[src/rtl/riscv_pipe_pkg.sv]
// Shared types and constants for the RISC-V pipeline hazard controller.
// Register-match helper treats x0 as never carrying a dependency.
package riscv_pipe_pkg;

  localparam int REG_ADDR_W = 5;
  localparam logic [REG_ADDR_W-1:0] REG_ZERO = 5'd0;

  typedef enum logic [1:0] {
    RUN,
    MEM_WAIT,
    ERROR
  } hazard_state_t;

  function automatic logic reg_match(
    input logic                  uses,
    input logic [REG_ADDR_W-1:0] src,
    input logic [REG_ADDR_W-1:0] rd
  );
    return uses && (src == rd) && (rd != REG_ZERO);
  endfunction

endpackage

[src/rtl/pipeline_hazard_ctrl_sat_counter.sv]
// Saturating up-counter with synchronous active-low reset.
// Increments on inc_i and holds once it reaches all-ones.
module sat_counter #(
  parameter int WIDTH = 32
) (
  input  logic             clk_i,
  input  logic             reset_i,
  input  logic             inc_i,
  output logic [WIDTH-1:0] count_o
);

  logic [WIDTH-1:0] count_q;
  logic [WIDTH-1:0] count_d;

  always_comb begin
    count_d = count_q;
    if (inc_i && (count_q != {WIDTH{1'b1}})) begin
      count_d = count_q + WIDTH'(1);
    end
  end

  always_ff @(posedge clk_i) begin
    if (!reset_i) begin
      count_q <= '0;
    end else begin
      count_q <= count_d;
    end
  end

  assign count_o = count_q;

endmodule

[src/rtl/pipeline_hazard_ctrl.sv]
// Pipeline enable/flush controller: load-use bubbles, redirect flushes, and
// whole-pipe freeze while data memory is busy, with a sticky timeout error.
module pipeline_hazard_ctrl
  import riscv_pipe_pkg::*;
#(
  parameter int MEM_TIMEOUT = 16,
  parameter int CNT_WIDTH   = 32
) (
  input  logic                  clk_i,
  input  logic                  reset_i,
  input  logic [REG_ADDR_W-1:0] id_rs1_i,
  input  logic [REG_ADDR_W-1:0] id_rs2_i,
  input  logic                  id_uses_rs1_i,
  input  logic                  id_uses_rs2_i,
  input  logic [REG_ADDR_W-1:0] ex_rd_i,
  input  logic                  ex_mem_read_i,
  input  logic                  ex_redirect_i,
  input  logic                  mem_access_i,
  input  logic                  mem_ready_i,
  output logic                  pc_enable_o,
  output logic                  ifid_enable_o,
  output logic                  ifid_flush_o,
  output logic                  idex_enable_o,
  output logic                  idex_flush_o,
  output logic                  exmem_enable_o,
  output logic                  exmem_flush_o,
  output logic                  memwb_enable_o,
  output logic                  memwb_flush_o,
  output logic                  mem_timeout_o,
  output logic [CNT_WIDTH-1:0]  stall_cycles_o
);

  localparam int WAIT_W = $clog2(MEM_TIMEOUT);
  localparam logic [WAIT_W-1:0] WAIT_LAST = WAIT_W'(MEM_TIMEOUT - 1);

  hazard_state_t     state_q, state_d;
  logic [WAIT_W-1:0] wait_cnt_q, wait_cnt_d;
  logic              mem_timeout_q;

  logic mem_hold;
  logic load_use;
  logic freeze;

  assign mem_hold = mem_access_i & ~mem_ready_i;
  assign load_use = ex_mem_read_i &
                    (reg_match(id_uses_rs1_i, id_rs1_i, ex_rd_i) |
                     reg_match(id_uses_rs2_i, id_rs2_i, ex_rd_i));
  assign freeze   = (state_q == ERROR) | mem_hold;

  // Output decode, priority: reset > freeze > redirect > load-use.
  always_comb begin
    pc_enable_o    = 1'b1;
    ifid_enable_o  = 1'b1;
    ifid_flush_o   = 1'b0;
    idex_enable_o  = 1'b1;
    idex_flush_o   = 1'b0;
    exmem_enable_o = 1'b1;
    exmem_flush_o  = 1'b0;
    memwb_enable_o = 1'b1;
    memwb_flush_o  = 1'b0;
    if (!reset_i) begin
      pc_enable_o    = 1'b0;
      ifid_enable_o  = 1'b0;
      ifid_flush_o   = 1'b1;
      idex_enable_o  = 1'b0;
      idex_flush_o   = 1'b1;
      exmem_enable_o = 1'b0;
      exmem_flush_o  = 1'b1;
      memwb_enable_o = 1'b0;
      memwb_flush_o  = 1'b1;
    end else if (freeze) begin
      pc_enable_o    = 1'b0;
      ifid_enable_o  = 1'b0;
      idex_enable_o  = 1'b0;
      exmem_enable_o = 1'b0;
      memwb_flush_o  = 1'b1;
    end else if (ex_redirect_i) begin
      ifid_flush_o   = 1'b1;
      idex_flush_o   = 1'b1;
    end else if (load_use) begin
      pc_enable_o    = 1'b0;
      ifid_enable_o  = 1'b0;
      idex_flush_o   = 1'b1;
    end
  end

  always_comb begin
    state_d    = state_q;
    wait_cnt_d = wait_cnt_q;
    case (state_q)
      RUN: begin
        if (mem_hold) begin
          state_d    = MEM_WAIT;
          wait_cnt_d = '0;
        end
      end
      MEM_WAIT: begin
        if (!mem_hold) begin
          state_d    = RUN;
          wait_cnt_d = '0;
        end else if (wait_cnt_q == WAIT_LAST) begin
          state_d    = ERROR;
        end else begin
          wait_cnt_d = wait_cnt_q + WAIT_W'(1);
        end
      end
      ERROR:   state_d = ERROR;
      default: state_d = RUN;
    endcase
  end

  always_ff @(posedge clk_i) begin
    if (!reset_i) begin
      state_q       <= RUN;
      wait_cnt_q    <= '0;
      mem_timeout_q <= 1'b0;
    end else begin
      state_q       <= state_d;
      wait_cnt_q    <= wait_cnt_d;
      mem_timeout_q <= mem_timeout_q | (state_d == ERROR);
    end
  end

  assign mem_timeout_o = mem_timeout_q;

  sat_counter #(
    .WIDTH(CNT_WIDTH)
  ) u_stall_cnt (
    .clk_i  (clk_i),
    .reset_i(reset_i),
    .inc_i  (~pc_enable_o),
    .count_o(stall_cycles_o)
  );

endmodule

[config.mk]
export PLATFORM = sky130hd
export DESIGN_NAME = pipeline_hazard_ctrl
export DESIGN_NICKNAME = d
export VERILOG_FILES = /design/src/rtl/riscv_pipe_pkg.sv /design/src/rtl/pipeline_hazard_ctrl_sat_counter.sv /design/src/rtl/pipeline_hazard_ctrl.sv
export SDC_FILE = /design/constraint.sdc
export NUM_CORES = 1
export LEC_CHECK = 0
export BUFFER_PORTS_ARGS = -buffer_cell sky130_fd_sc_hd__buf_2
export CAP_MARGIN = 20
export CORE_MARGIN = 4
export CORE_UTILIZATION = 25
export DETAILED_ROUTE_END_ITERATION = 7
export GPL_ROUTABILITY_DRIVEN = 0
export HOLD_SLACK_MARGIN = 0.15
export SYNTH_ARGS = -nofsm -noshare
export SYNTH_HDL_FRONTEND = slang
export SYNTH_SLANG_ARGS = --single-unit
[constraint.sdc]
create_clock -name clk_i -period 2 [get_ports clk_i]
set_input_delay 0.4 -clock clk_i [delete_from_list [all_inputs] [get_ports clk_i]]
set_output_delay 0.4 -clock clk_i [all_outputs]
set_load 0.05 [all_outputs]
* After elaboration in Yosys (flattened, before gate mapping) *
Cells that the tools add are included.
Widths: inputs -> output; s select.

word-level totals
  bits in registers = 39
  word-level logic and storage cells = 56
  input port bits = 23
  output and inout port bits = 42

operators by class
  multiplexer cells = 25
  $add $sub $neg = 2
  reduce and logical (&&, ||, !) cells = 9
  bitwise operators = 7
  equality and inequality tests = 9

operator list
  cell                   count
  $add 32x1->32 const B  1
  $ne 32x32->1 const B   1
  $mux 1                 17
  $mux 4                 3
  $eq 5x5->1             2
  $pmux 4 s2             1
  $mux 2                 3
  $pmux 2 s3             1
  $logic_and 1x1->1      5
  $reduce_bool 5->1      1
  $add 4x1->4 const B    1
  $eq 2x2->1 const B     2
  $eq 4x4->1 const B     1
  $ne 3x3->1 const B     1
  $or 1x1->1             3
  $reduce_and 3->1       1
  $and 1x1->1            2
  $eq 2x1->1 const B     1
  $logic_not 2->1        1
  $ne 2x2->1 const B     1
  $not 1->1              2
  $reduce_bool 2->1      1

* Logic depth before layout (Yosys ltp) *
Gate-level depths: netlist of the first run.

  depth after elaboration = 11
  depth in mapped cells = 8
  depth with buffers taken out = 7

* Hierarchy *
Synthesis of the first run repeated with hierarchy kept, for this count alone.

second synthesis, totals
  cell total of the unflattened synthesis = 272
  area, all modules = 2269.7 µm²

modules (own cells, without submodules)
  module                area each (µm²)  instances  cells each  sequential area each (µm²)
  sat_counter           1704.1           1          200         640.6
  pipeline_hazard_ctrl  565.5            1          72          140.1

* Least setup slack after synthesis of the first run *
OpenSTA, ideal clock, no wires.

  kind = input-to-output
  start point = input port mem_access_i
  end point = output port pc_enable_o
  data required time = 1.600 ns
  slack = -0.392 ns
  stages = 7
  buffers on the path = 3
  arrival time = 1.992 ns
  path through = nor2b_1 -> a21oi_1 -> nand2_1 -> a21oi_4 -> buf_6 -> buf_6 -> buf_4

on the way
  cells in the longest elaborated chain, start to end = 4

ends and longest elaborated chain
  element               line                        RTL
  from (decl)           pipeline_hazard_ctrl.sv:18  input logic mem_access_i,
  $and 1x1->1           pipeline_hazard_ctrl.sv:44  assign mem_hold = mem_access_i & ~mem_ready_i;
  $or 1x1->1            pipeline_hazard_ctrl.sv:48  assign freeze = (state_q == ERROR) | mem_hold;
  $mux 1 (2 in series)  -
  to (decl)             pipeline_hazard_ctrl.sv:20  output logic pc_enable_o,

No other way between the ends.

* Final worst setup path of the first run *
  start point = input port ex_rd_i[4]
  end point = output port ifid_enable_o

on the way
  cells in the longest elaborated chain, start to end = 9
  elaborated cells between the ends (all ways) = 13
  classes of those cells = 2 x eq/ne; 4 x mux; 2 x bitwise; 5 x reduce/logical

ends and longest elaborated chain
  element                          line                        RTL
  from (decl)                      pipeline_hazard_ctrl.sv:15  input logic [REG_ADDR_W-1:0] ex_rd_i,
  $eq 5x5->1                       riscv_pipe_pkg.sv:19        return uses && (src == rd) && (rd != REG_ZERO);
  $logic_and 1x1->1 (2 in series)  riscv_pipe_pkg.sv:19
  $or 1x1->1 *                     pipeline_hazard_ctrl.sv:46  (reg_match(id_uses_rs1_i, id_rs1_i, ex_rd_i) |
  $and 1x1->1 *                    pipeline_hazard_ctrl.sv:45  assign load_use = ex_mem_read_i &
  $mux 1 *                         pipeline_hazard_ctrl.sv:80  end else if (load_use) begin
  $mux 1 *                         pipeline_hazard_ctrl.sv:77  end else if (ex_redirect_i) begin
  $mux 1 *                         pipeline_hazard_ctrl.sv:71  end else if (freeze) begin
  $mux 1 *                         pipeline_hazard_ctrl.sv:61  if (!reset_i) begin
  to (decl)                        pipeline_hazard_ctrl.sv:21  output logic ifid_enable_o,

Mark *: on every way between the ends. The rest lies on a longest branch, timed or not.

==> flow_summary.yaml, run 1 <==
synth:
  ys_seq_area_share_pct: 33.24
  syn-cell-area_mm2: 0.002349
  syn_inst: 278
  synth_seq_cells: 39
  synth_edf_count: 0
  synth_cell_types: 48
  syn_area_per_cell_um2: 8.448
  ys.flop_type: "dfxtp_1"
  synth_nets: 303
  synthArstFlopShare_pct: 0
  synth_warnings: 0
clock_tree:
  clock-sinks: 39
  cts_hold_buffers: 0
  htree_levels: 2
  cts_buffers: 5
  ctsLongestPathBuffers: 2
  clk_transition_reported_paths_ns: 0.09
  cts_root_buffer: "clkbuf_8"
  clk_latency_ns: 0.30
  cts_tree: "built"
timing:
  setup-tns-final_ns: -0.1137
  holdWs_ns: 0.4758
  final_hold_viol_count: 0
  slew-limit-headroom_pct: 70.56
  setup_ws_ns: -0.05713
  fin_worst_skew_ns: 0.01451
  max_slew.worst_pin.slew_ns: 0.4416
  period_share_pct: 102.9
  rsz0062_at_grt: "true"
  fin_crit_ns: 2.057
  drv_slew: 0
  setup_viol: 2
  fmax_mhz: 486.1
pwr:
  cellPowerDensity_mw_per_mm2: 544.8
  peakVddDrop_mv: 0.2315
  leakage_nw: 1.248
  p_total_mw: 1.739
floorplan:
  core_mm2: 0.009196
  die_width_um: 104.9
  io_pins: 65
  start_util_pct: 25.54
  num_rows: 35
  die_height_um: 104.9
  dieArea_mm2: 0.01101
critical_path:
  critPathRequiredTime_ns: 1.60
  crit_path_start_kind: "primary input"
  end_kind: "output pin"
  arrival_ns: 1.66
  path_class: "in2out"
  path_max_fanout: 3
job:
  maxCapViolCount: 0
finish:
  multiInputGateArea_mm2: 0.001538
  drive_gt1_share_pct: 46.76
  diodes: 0
  n_fill_cell: 964
  seq_area_um2: 809.5
  syn_to_final_growth_pct: 35.91
  stdcell_area_mm2: 0.003192
  nets: 379
place:
  hpwl_mm: 4.846
  placed_area_mm2: 0.002867
  port_buffers: 64
route:
  post_drt_via_cell_ratio: 5.236
  ant_nets: 0
  routedWlPerCell_um: 14.19
  drt_first_iter_violations: 133
  vias: 2440
  drc: 0
  wl_mm: 6.612
  dr.pass1.iters: 4
global_routing:
  grt_max_degree: 32
  grt_pass1_wl_mm: 11.33
  gr-total-overflow: 0
  grt_util_all_layers_pct: 12.31
  antenna_found_initial: 0
  grt_pass1_vias: 2381
run_status:
  status: "finished with violations"
  violations: "negative setup slack"
worst_hold_path:
  worstHoldPathType: "reg2reg"
-- registers in the layout (all words and copies together), names as in the netlist --
signal	cells
u_stall_cnt.count_o	32
wait_cnt_q	4
state_q	2
mem_timeout_o	1
-- placed cells by master, fill, tap and decap left out, drive strengths merged, types with 7 or more instances in the layout --
cell / count
nand3: 16
nand2: 21
nand4: 13
o31ai: 24
a21oi: 32
buf: 89
xnor2: 10
dfxtp: 39
nor2: 10
o21ai: 7
or4: 26
-- synthesized netlist by cell type (all sizes together) (3+ instances only) --
cell	count	share of area [%]
a21oi	32	7.3
and2	6	1.6
and3	6	1.6
and4	4	1.5
buf	14	4.8
clkbuf	6	1.0
dfxtp	39	33
inv	6	0.96
mux2i	4	1.7
nand2	21	3.4
nand2b	5	1.3
nand3	16	3.4
nand4	13	3.7
nor2	10	1.9
nor4	4	2.0
o21ai	7	1.7
o31ai	24	7.7
or2	3	0.91
or3	3	0.80
or4	26	8.5
xnor2	10	3.7
-- cell families after synthesis --
kind of cell	Yosys count	synth area share (%)
DFF	39	33.24
muxes	4	1.705
AOI/OAI and AO/OA	73	20.24
xor gates and xnor gates	10	3.729
and+or+nand+nor	124	33.19
buffers and inverters	26	6.819
adders and majority gates	2	1.065
-- critical path, cell delays in order --
cell and delay (ns):
buf_8 0.10, or4_4 0.53, o21ai_2 0.14, nor2_2 0.06, a21oi_4 0.23, buf_6 0.20
-- metal layers --
layer	track usage, %	vias to the layer above	part of all wire [%]
li1	-	1221	-
met1	15.38	1142	44
met3	3.397	4	6.1
met2	21.08	73	49
met4	2.718	0	0.45
met5	0	-	0
-- report_power, final --
group / internal, mW / switching [mW]
clock: 0.404 / 0.291
combinational: 0.0955 / 0.161
sequential: 0.782 / 0.00490
-- final timing paths --
| check | from | to | slack, ns | cells after the start |
|---|---|---|---|---|
| max | ex_rd_i[4] | ifid_enable_o | -0.06 | 6 |
| max reg2reg | u_stall_cnt.count_o[18] | u_stall_cnt.count_o[25] | 0.10 | 6 |
| min | mem_timeout_o | mem_timeout_o | 0.48 | 1 |
| min reg2reg | mem_timeout_o | mem_timeout_o | 0.48 | 1 |
-- per-stage QoR --
| stage | cells | utilization (%) | setup slack (ns) |
|---|---|---|---|
| after floorplan | 278 | - | -0.1610 |
| after global placement | 455 | 31.17 | -0.1911 |
| after detailed placement | 455 | 31.17 | -0.2008 |
| after CTS | 466 | 33.14 | -0.09962 |
| after global routing | 466 | 34.71 | -0.1104 |
| final | 466 | 34.71 | -0.05713 |
-- final cells by class --
cell class	count	area share (%)
clock inverters	2	1.098
inverters	6	0.7056
flip-flops and latches	39	25.36
repair buffers	89	17.72
multi-input cells	213	48.18
clock buffers	6	2.587
well taps	111	4.351
-- what timing repair did --
| item | 4_1_cts | 5_1_grt |
|---|---|---|
| pin swaps | 6 | 15 |
| gates resized for setup | 13 | 38 |
| setup endpoints to repair | 3 | 36 |
| buffers inserted | 3 | 0 |
No activity file was read; power rests on OpenSTA's default activity.
==> inputs of run 2 (changes only) <==
GPL_TIMING_DRIVEN = 0   (was default)
==> run 2 against run 1 <==
Compared with the run above:
- sequential cell count is the same
- via count grew 2.0%
- routed wire length grew 8.7%
- combinational power grew 7.8%
- largest power group unchanged
- utilization grew 0.11 points
- worst hold slack lost 0.026 ns
- register-to-register slack gained 0.02 ns
- critical endpoint is now pc_enable_o
- the run still ends with negative setup slack left
- sequential power is essentially flat
==> flow_summary.yaml, run 2 (synthesis results as in run 1) <==
clock_tree:
  clk_transition_reported_paths_ns: 0.08
  cts_buffers: 5
  clk_latency_ns: 0.29
  cts_tree: "built"
  ctsLongestPathBuffers: 2
  cts_root_buffer: "clkbuf_8"
  htree_levels: 2
  cts_hold_buffers: 0
  clock-sinks: 39
timing:
  setup-tns-final_ns: -0.4013
  drv_slew: 0
  max_slew.worst_pin.slew_ns: 0.5589
  slew-limit-headroom_pct: 62.74
  fin_worst_skew_ns: 0.004852
  holdWs_ns: 0.4501
  fmax_mhz: 452.5
  rsz0062_at_grt: "true"
  setup_viol: 2
  setup_ws_ns: -0.2100
  final_hold_viol_count: 0
  period_share_pct: 110.5
  fin_crit_ns: 2.210
floorplan:
  core_mm2: 0.009196
  start_util_pct: 25.54
  die_height_um: 104.9
  num_rows: 35
  io_pins: 65
  die_width_um: 104.9
  dieArea_mm2: 0.01101
global_routing:
  grt_util_all_layers_pct: 12.74
  grt_pass1_vias: 2318
  gr-total-overflow: 0
  antenna_found_initial: 0
  grt_max_degree: 13
  grt_pass1_wl_mm: 11.50
route:
  wl_mm: 7.184
  post_drt_via_cell_ratio: 5.318
  dr.pass1.iters: 4
  drc: 0
  routedWlPerCell_um: 15.35
  ant_nets: 0
  vias: 2489
  drt_first_iter_violations: 176
place:
  placedCellCount: 453
  port_buffers: 64
  placed_area_mm2: 0.002860
  pre_cts_ws_ns: -0.6242
  hpwl_mm: 5.256
worst_hold_path:
  min-delay-start: "reset_i"
  worstHoldPathType: "in2reg"
job:
  maxCapViolCount: 0
finish:
  final_cell_mix: "buf_2, o31ai_1, a21oi_1, dfxtp_2, or4_1"
  final_common_cell: "buf_2"
  n_fill_cell: 952
  drive_gt1_share_pct: 42.86
  nets: 381
  fin_util_pct: 34.82
  seq_area_um2: 812.0
  stdcell_area_mm2: 0.003202
  largest_reg_flops: 32
  multiInputGateArea_mm2: 0.001510
  diodes: 0
  syn_to_final_growth_pct: 36.33
  finalNonFillerCells: 468
run_status:
  violations: "negative setup slack"
  status: "finished with violations"
pwr:
  p_total_mw: 1.761
  leakage_nw: 1.271
  cellPowerDensity_mw_per_mm2: 549.9
  peakVddDrop_mv: 0.2887
critical_path:
  r2r-end: "u_stall_cnt.count_o[25]"
  crit_path_start_kind: "primary input"
  r2r_slack_ns: 0.12
  r2r_cells: 8
  cp-startpoint: "ex_rd_i[4]"
  crit_path_end: "pc_enable_o"
  path_class: "in2out"
  path_max_fanout: 3
  reg2reg_from: "u_stall_cnt.count_o[5]"
  critPathRequiredTime_ns: 1.60
  arrival_ns: 1.81
  end_kind: "output pin"
## run 2: area by class of cell
class	count	area share, %
Sequential cell	39	25.36
Multi-Input combinational cell	213	47.17
Buffer	20	5.862
Inverter	6	0.7034
Timing Repair Buffer	71	12.90
Tap cell	111	4.338
Clock inverter	2	1.094
Clock buffer	6	2.579
## run 2: worst min-delay path by stage
stage	end	cells past startpoint	slack [ns]
2_1_floorplan	wait_cnt_q[3]	2	0.46
3_3_place_gp	u_stall_cnt.count_o[13]	2	0.46
3_5_place_dp	mem_timeout_o	1	0.46
4_1_cts	u_stall_cnt.count_o[5]	3	0.45
5_1_grt	u_stall_cnt.count_o[17]	3	0.47
6_report	u_stall_cnt.count_o[5]	3	0.45
## run 2: what timing repair did
item,4_1_cts,5_1_grt
buffers inserted,4,3
gates resized for setup,21,29
pin swaps,7,17
setup endpoints to repair,25,36
gates cloned,0,1
## run 2: worst max-delay path: stages
cell	delay, ns
buf_8	0.09
or4_4	0.54
o21ai_2	0.14
nor2_2	0.06
a21oi_4	0.15
buf_8	0.12
buf_12	0.10
buf_12	0.09
buf_12	0.12
## run 2: per-layer routing
layer,vias to the layer above,wire length (µm),GRT usage (%),share of wire (%)
met5,-,0,0,0
met4,0,123,4.499,1.7
met3,10,606,4.077,8.4
met2,86,3371,20.99,47
met1,1167,3083,15.59,43
li1,1226,-,-,-
## run 2: power by group
part	internal, mW	leakage (nW)	switching, mW	total [mW]
logic	0.109	0.884	0.168	0.277
clock network	0.404	0.0612	0.292	0.696
registers	0.780	0.326	0.00686	0.787
total	1.29	1.27	0.467	1.76
==> inputs of run 3 (changes only) <==
clock period = 1.8 ns   (was 2 ns; I/O delays follow)
==> run 3 against run 2 <==
Compared with the run above:
- the flow still finishes with violations (negative setup slack)
- first-iteration DRC count decreased by 32%
- clock power rose by 6.6%
- register-to-register slack worse by 0.29 ns
- utilization rose by 6.7 points
- die area stayed put
- sequential share of layout area decreased by 2.3 points
- worst hold slack worse by 0.047 ns
- global-route usage is 0.86 points higher
- critical path depth stayed put
- sequential power is 7.5% higher
- via count is 4.8% higher
- power grew 13%
- critical endpoint unchanged
- largest power group unchanged
==> flow_summary.yaml, run 3 (synthesis results as in run 1) <==
run_status:
  status: "finished with violations"
  violations: "negative setup slack"
floorplan:
  start_util_pct: 25.54
  num_rows: 35
  io_pins: 65
  die_height_um: 104.9
  die_width_um: 104.9
  core_mm2: 0.009196
  dieArea_mm2: 0.01101
route:
  dr.pass1.iters: 4
  ant_nets: 0
  vias: 2609
  post_drt_via_cell_ratio: 5.379
  routedWlPerCell_um: 16.98
  drc: 0
  drt_first_iter_violations: 119
  wl_mm: 8.235
clock_tree:
  cts_buffers: 5
  htree_levels: 2
  clk_latency_ns: 0.31
  clock-sinks: 39
  cts_hold_buffers: 0
  cts_tree: "built"
  clk_transition_reported_paths_ns: 0.09
  cts_root_buffer: "clkbuf_8"
  ctsLongestPathBuffers: 2
global_routing:
  antenna_found_initial: 0
  grt_max_degree: 13
  grt_util_all_layers_pct: 13.60
  grt_pass1_vias: 2472
  gr-total-overflow: 0
  grt_pass1_wl_mm: 12.23
pwr:
  pwr-share-clk_pct: 37.4
  seqPwrFrac_pct: 42.7
  p_int_mw: 1.421
  leakage_nw: 1.473
  combPwrFrac_pct: 19.9
  netSwitchingFraction_pct: 28.32
  p_total_mw: 1.983
  cellPowerDensity_mw_per_mm2: 519.6
  peakVddDrop_mv: 0.2790
  power.switching_mw: 0.5617
finish:
  final_common_cell: "buf_2"
  fin_util_pct: 41.50
  n_fill_cell: 883
  syn_to_final_growth_pct: 62.49
  drive_gt1_share_pct: 58.02
  diodes: 0
  largest_reg_flops: 32
  final_cell_mix: "buf_2, dfxtp_4, nand2_1, a21oi_1, buf_4"
  finalNonFillerCells: 485
  nets: 399
critical_path:
  critPathRequiredTime_ns: 1.44
  path_class: "in2out"
  r2r_slack_ns: -0.17
  arrival_ns: 1.79
  path_max_fanout: 3
  crit_path_start_kind: "primary input"
  end_kind: "output pin"
timing:
  fin_worst_skew_ns: 0.01535
  setup-tns-final_ns: -4.661
  fmax_mhz: 464.9
  fin_crit_ns: 2.151
  slew-limit-headroom_pct: 60.27
  setup_ws_ns: -0.3509
  max_slew.worst_pin.slew_ns: 0.5960
  setup_viol: 35
  rsz0062_at_grt: "true"
  drv_slew: 0
  final_hold_viol_count: 0
  period_share_pct: 119.5
job:
  maxCapViolCount: 0
worst_hold_path:
  worstHoldPathType: "in2reg"
place:
  pre_cts_ws_ns: -0.7434
  placedCellCount: 453
  port_buffers: 64
  hpwl_mm: 5.228
run 3: cell count changes in the layout (fill, tap and decap cells not counted), sizes merged:
cell | before | now
clkinvlp | 0 | 2
bufbuf | 0 | 1
buf | 86 | 102
inv | 6 | 5
clkinv | 1 | 0
run 3: area by class of cell:
class                           count  area, µm²  share of cell area (%)
Clock buffer                        5      68.82                   1.803
Buffer                             20      231.5                   6.066
Sequential cell                    39      879.6                   23.05
Multi-Input combinational cell    213       1764                   46.23
Tap cell                          111      138.9                   3.639
Clock inverter                      2      37.54                  0.9836
Inverter                            6      26.28                  0.6885
Timing Repair Buffer               89      669.4                   17.54
run 3: worst paths after layout:
kind	startpoint	to	cells past startpoint
setup reg to reg	u_stall_cnt.count_o[8]	u_stall_cnt.count_o[29]	8
hold reg to reg	mem_timeout_o	mem_timeout_o	1
hold / removal	reset_i	u_stall_cnt.count_o[5]	3
setup / recovery	ex_rd_i[4]	pc_enable_o	9
run 3: power groups by stage:
stage / combinational, mW / clock [mW] / sequential [mW]
2_1_floorplan: 0.173 / 0 / 0.882
3_3_place_gp: 0.273 / 0 / 0.866
3_5_place_dp: 0.276 / 0 / 0.866
4_1_cts: 0.350 / 0.756 / 0.846
5_1_grt: 0.417 / 0.797 / 0.848
6_report: 0.395 / 0.742 / 0.846
run 3: critical path, stage by stage:
cell and delay, ns:
buf_8 0.10, or4_4 0.54, o21ai_2 0.14, nor2_2 0.06
a21oi_4 0.16, buf_8 0.13, buf_12 0.10, buf_12 0.09
buf_12 0.12
run 3: timing repair:
action	4_1_cts	5_1_grt
endpoints found under the hold margin	0	0
resized for setup	37	82
setup buffers	9	13
endpoints found under the setup margin	39	41
cloned	3	1
pin swaps	26	33
run 3: through the flow:
stage	hold slack [ns]	area, µm²
CTS	0.4058	3362
global route	0.4384	3816
floorplan	0.4588	2507
finish	0.4028	3816
detailed placement	0.4598	2967
global placement	0.4622	2967
run 3: per-layer routing:
layer  GRT usage, %  share of wire (%)
met2          22.96                 50
met4          5.248                1.3
met3          3.088                5.8
met1          16.75                 43
met5              0                  0
